<file path="src/rtl/simmem_resp_release_scheduler.sv">
// Release scheduler for the response banks: per-slot delay countdown, per-ID
// ordering via slot rank, and a round-robin pick among matured IDs with a grant lock.

module simmem_resp_slot #(
  parameter int IDWidth    = 4,
  parameter int DelayWidth = 6,
  parameter int RankW      = 5
) (
  input  logic                  clk,
  input  logic                  rst_n,
  input  logic                  alloc,
  input  logic [IDWidth-1:0]    new_id,
  input  logic [DelayWidth-1:0] new_delay,
  input  logic [RankW-1:0]      new_rank,
  input  logic                  rel,
  input  logic [IDWidth-1:0]    rel_id,
  output logic                  valid,
  output logic [IDWidth-1:0]    id,
  output logic                  eligible
);
  logic [DelayWidth-1:0] counter;
  logic [RankW-1:0]      rank;

  always_ff @(posedge clk) begin
    if (!rst_n) begin
      valid   <= 1'b0;
      id      <= '0;
      counter <= '0;
      rank    <= '0;
    end else if (alloc) begin
      valid   <= 1'b1;
      id      <= new_id;
      counter <= new_delay;
      rank    <= new_rank;
    end else if (valid) begin
      // Rank 0 of the released ID is the granted slot; younger siblings move up.
      if (rel && id == rel_id) begin
        if (rank == '0) valid <= 1'b0;
        else            rank  <= rank - RankW'(1);
      end
      if (counter != '0) counter <= counter - DelayWidth'(1);
    end
  end

  assign eligible = valid && rank == '0 && counter == '0;
endmodule

module simmem_resp_release_scheduler #(
  parameter int NumSlots   = 32,
  parameter int IDWidth    = 4,
  parameter int DelayWidth = 6
) (
  input  logic                      clk_i,
  input  logic                      rst_ni,
  input  logic                      in_valid_i,
  output logic                      in_ready_o,
  input  logic [IDWidth-1:0]        in_id_i,
  input  logic [DelayWidth-1:0]     in_delay_i,
  output logic                      release_valid_o,
  input  logic                      release_ready_i,
  output logic [IDWidth-1:0]        release_id_o,
  output logic [$clog2(NumSlots):0] occupancy_o
);
  localparam int NumIds = 2 ** IDWidth;
  localparam int RankW  = $clog2(NumSlots);
  localparam int CntW   = RankW + 1;

  logic [NumSlots-1:0]              slot_valid, slot_elig, slot_alloc;
  logic [NumSlots-1:0][IDWidth-1:0] slot_id;
  logic [NumIds-1:0]                id_elig;
  logic [NumIds-1:0][CntW-1:0]      count_q;
  logic [IDWidth-1:0]               rr_q, lock_id_q, pick, grant, idx;
  logic                             lock_q, found, en, hs;
  logic [RankW-1:0]                 alloc_idx, new_rank;
  logic [CntW-1:0]                  occ_q;

  assign in_ready_o = ~&slot_valid;
  assign en         = in_valid_i && in_ready_o;
  assign hs         = release_valid_o && release_ready_i;

  // Lowest-index free slot, chosen from pre-edge state only.
  always_comb begin
    alloc_idx = '0;
    for (int s = NumSlots - 1; s >= 0; s--)
      if (!slot_valid[s]) alloc_idx = RankW'(s);
  end

  // A same-ID release this cycle shifts the newcomer's rank down by one.
  assign new_rank = RankW'(count_q[in_id_i] - CntW'(hs && grant == in_id_i));

  for (genvar g = 0; g < NumSlots; g++) begin : g_slot
    assign slot_alloc[g] = en && alloc_idx == RankW'(g);
    simmem_resp_slot #(
      .IDWidth   (IDWidth),
      .DelayWidth(DelayWidth),
      .RankW     (RankW)
    ) u_slot (
      .clk      (clk_i),
      .rst_n    (rst_ni),
      .alloc    (slot_alloc[g]),
      .new_id   (in_id_i),
      .new_delay(in_delay_i),
      .new_rank (new_rank),
      .rel      (hs),
      .rel_id   (grant),
      .valid    (slot_valid[g]),
      .id       (slot_id[g]),
      .eligible (slot_elig[g])
    );
  end

  always_comb begin
    id_elig = '0;
    for (int s = 0; s < NumSlots; s++)
      if (slot_elig[s]) id_elig[slot_id[s]] = 1'b1;
  end

  always_comb begin
    pick  = '0;
    found = 1'b0;
    idx   = '0;
    for (int j = 0; j < NumIds; j++) begin
      idx = rr_q + IDWidth'(j);
      if (!found && id_elig[idx]) begin
        found = 1'b1;
        pick  = idx;
      end
    end
  end

  assign grant           = lock_q ? lock_id_q : pick;
  assign release_valid_o = lock_q || found;
  assign release_id_o    = release_valid_o ? grant : '0;
  assign occupancy_o     = occ_q;

  always_ff @(posedge clk_i) begin
    if (!rst_ni) begin
      count_q   <= '0;
      rr_q      <= '0;
      lock_q    <= 1'b0;
      lock_id_q <= '0;
      occ_q     <= '0;
    end else begin
      for (int k = 0; k < NumIds; k++)
        count_q[k] <= count_q[k] + CntW'(en && in_id_i == IDWidth'(k))
                                 - CntW'(hs && grant == IDWidth'(k));
      // A stalled grant is frozen so the bank sees a stable ID until it accepts.
      if (hs) begin
        rr_q   <= grant + IDWidth'(1);
        lock_q <= 1'b0;
      end else if (release_valid_o) begin
        lock_q    <= 1'b1;
        lock_id_q <= grant;
      end
      occ_q <= occ_q + CntW'(en) - CntW'(hs);
    end
  end
endmodule

</file>
<file path="config.mk">
export PLATFORM = sky130hd
export DESIGN_NAME = simmem_resp_release_scheduler
export DESIGN_NICKNAME = d
export VERILOG_FILES = /design/src/rtl/simmem_resp_release_scheduler.sv
export SDC_FILE = /design/constraint.sdc
export NUM_CORES = 2
export LEC_CHECK = 0
export ABC_AREA = 1
export CAP_MARGIN = 5
export CORE_MARGIN = 2
export CORE_UTILIZATION = 50
export CTS_CLUSTER_DIAMETER = 60
export CTS_CLUSTER_SIZE = 40
export DETAILED_ROUTE_END_ITERATION = 10
export PLACE_DENSITY = 0.65
export SETUP_SLACK_MARGIN = 0.5
export SLEW_MARGIN = 20
export SYNTH_ARGS = -nofsm -noshare
export SYNTH_HDL_FRONTEND = slang
export SYNTH_SLANG_ARGS = --single-unit
</file>
<file path="constraint.sdc">
create_clock -name clk_i -period 11.3 [get_ports clk_i]
set_input_delay 1.695 -clock clk_i [delete_from_list [all_inputs] [get_ports clk_i]]
set_output_delay 1.695 -clock clk_i [all_outputs]
set_load 0.01 [all_outputs]
</file>
==> metrics.md <==
| Metric | Value |
|---|---|
| Cts hold-fix bufs | `0` |
| Mapped cell area | `48300 um2` |
| Class of the most critical hold timing path | `flip-flop to flip-flop` |
| Cells after Synth | `7987` |
| Clk buf depth | `3` |
| Resized cells post-CTS | `0` |
| Synth unique cells | `63` |
| Crit Path Category | `flip-flop to output pin` |
| Setup crit start kind | `flip-flop` |
| PD cells | `187 nW/um2` |
| Clk slew on worst S/H paths | `0.07 ns` |
| Required @ worst endpoint | `9.61 ns` |
| Register bit total from synthesis | `607` |
| Prevailing post-synth register cell | `dfxtp_1` |
| Final min period | `9.25 ns` |
| RSZ-0062 raised after global routing | `false` |
| Multi-input logic area | `30700 um2` |
| Fin. max-slew vios | `0` |
| Worst-margin pin slew | `1.20 ns` |
| GRT Total Usage | `45.3%` |
| Worst path arrival time | `7.56 ns` |
| Worst Path Max Fanout | `28` |
| Vias | `55700` |
| Max_cap viols | `0` |
| FF+latch area | `12200 um2` |
| IO Pins | `26` |
| Crit. End Element | `output pin` |
| Total grt overflow | `0` |
| LEAKAGE | `24.9 nW` |
| Post-synth EDFFs | `0` |
| Rows | `113` |
| Worst path most repeated cell | `nand2_1` |
| Slowest CP cell | `nor2_1` |
| Initial Util | `50.6%` |
| Final Cycle Share | `81.9%` |
| Area Growth Syn to Fin | `6.11%` |
| DIE AREA | `99000 um2` |
| DRC Markers | `0` |
| Number of fill cells | `9457` |
| CTS Root Cell | `clkbuf_16` |
| Vias/cell | `6.08` |
| TritonCTS Sinks | `607` |
| Largest net degree at the start of global routing | `104` |
| Detailed Route WL | `232 mm` |
| Final estimated routing congestion in global placement | `1.19` |
| Post-route antenna net violation count | `0` |
| Fin util | `53.7%` |
| Total CTS buffers | `57` |
| Final hold vios | `0` |
| Max incr delay on CP | `0.85 ns` |
| TritonCTS clock tree | `yes` |
| Slew HR | `19.6%` |
| Setup_tns | `0 ns` |
| Hold_sp | `lock_id_q[0]` |
| Synthesized Nets | `8186` |
| Hpwl dp | `182 mm` |
| Die Ht | `315 um` |
| Clk_skew | `0.0503 ns` |
| Antenna violations before repair | `19` |
| DR WL/cell | `25.3 um` |
| Seq/Total Area, Yosys | `25.2%` |
| Horiz. Die Dim | `315 um` |
| CP startpoint | `g_slot[26].u_slot.counter[0]` |
| VDD IR max | `251 uV` |
| PortBufs | `25` |
| Worst skew pair latency | `0.71 ns` |
| Setup Fix Bufs, Post-CTS | `0` |
| Final net count | `8040` |
| CORE AREA | `95300 um2` |
| Final Setup Violations | `0` |
| Ys async rst share | `0%` |
| Starting DRT DRC Count | `7943` |
| Vias in the first global route | `50000` |
| First-pass GRT wire length | `330 mm` |
| Run status | `complete, no violations` |
| H-tree depth | `2` |
| Post-Syn Area per Cell | `6.04 um2` |
| Router iterations before antenna repair | `9` |
| R2R Path Start | `g_slot[26].u_slot.counter[0]` |
| Fmax | `0.108 GHz` |
| Ys Warns | `0` |
| Share of cells above drive strength 1 | `7.12%` |
-- registers in the layout (all words and copies together), names as in the netlist --
register / flops
g_slot.u_slot.counter: 192
count_q: 80
g_slot.u_slot.id: 128
lock_id_q: 4
rr_q: 4
lock_q: 1
occupancy_o: 6
g_slot.u_slot.valid: 32
g_slot.u_slot.rank: 160
-- critical path, delay by kind of cell (launching register included) --
family / cells / cell delay [ns]
fa+ha+maj: 1 / 0.19
compound gates: 1 / 0.08
simple gates: 27 / 4.85
buf+inv: 4 / 1.36
flops: 1 / 0.34
-- cell families (layout without fill, tap and decap cells) --
kind of cell / count (synthesis) / after routing / synth area share, %
xor+xnor: 255 / 255 / 4.63
simple gates: 4434 / 4434 / 40.9
compound gates: 1178 / 1178 / 13.0
mux: 1 / 1 / 0.0207
fa+ha+maj: 185 / 185 / 5.06
flops: 607 / 607 / 25.2
other cells: 0 / 10 / 0
buf+inv: 1327 / 1228 / 11.3
-- where the power goes --
group | internal, mW | switching [mW] | total (mW)
Clock | 1.10 | 1.10 | 2.19
Combinational | 1.25 | 3.73 | 4.98
Sequential | 2.27 | 0.107 | 2.38
Total | 4.62 | 4.93 | 9.55
-- cells in the final DEF (no fill, tap or decap), types with 135 or more instances in the layout --
master      n
a21oi_1   416
dfxtp_1   607
ha_1      168
inv_1     872
inv_2     135
nand2_1  1809
nand3_1   678
nand4_1   322
nor2_1   1293
o21ai_0   461
xor2_1    214
-- routing by layer --
layer | track usage, % | vias to the layer above | routed length, um | part of all wire [%]
li1 | - | 25600 | - | -
met5 | 0 | - | 121 | 0.052
met4 | 25.9 | 18 | 15600 | 6.7
met2 | 68.5 | 3294 | 97300 | 42
met3 | 11.5 | 728 | 27300 | 12
met1 | 58.5 | 26000 | 91700 | 40
-- cells in the mapped netlist (23+ instances only) --
library cell     n  area, um2
a21oi_1        416       2080
a22oi_1         23        173
a31oi_1         63        394
buf_2           26        130
buf_6           47        529
clkbuf_1       200        751
dfxtp_1        607      12200
ha_1           168       2100
inv_1          875       3280
inv_2          134        503
nand2_1       1809       6790
nand2_2         31        194
nand3_1        678       3390
nand3_2         79        791
nand4_1        322       2010
nor2_1        1293       4850
nor2_2          53        332
nor3_1          64        320
o21ai_0        461       2310
o21ai_1        127        636
o22ai_1         29        181
xnor2_1         41        359
xor2_1         214       1870
-- path summary, 6_finish.rpt --
kind / endpoint / slack, ns / depth (start not counted)
max: release_id_o[1] / 2.05 / 33
min: lock_id_q[0] / 0.49 / 2
max reg2reg: count_q[4] / 2.69 / 43
min reg2reg: lock_id_q[0] / 0.49 / 2
-- cell type report --
class	instances	share of cell area [%]
antenna	10	0.0489
clock buffer	59	2.84
clock inverter	47	1.35
inverter	1029	7.55
multi-input combinational	6053	59.9
sequential	607	23.7
tap	1265	3.09
timing repair buffer	93	1.45
-- through the flow --
stage                     power, mW  setup slack, ns  hold slack [ns]  instance area [um2]  cells
after global placement         7.05             3.10            0.459                49000   9047
after detailed placement       7.16             3.05            0.472                49000   9047
after CTS                      9.34             2.29            0.489                51200   9153
after global routing           9.95             1.88            0.522                51200   9153
final                          9.55             2.05            0.486                51200   9163
after floorplan                5.67             5.82            0.446                48300   7987
No activity file was read; power rests on OpenSTA's default activity.
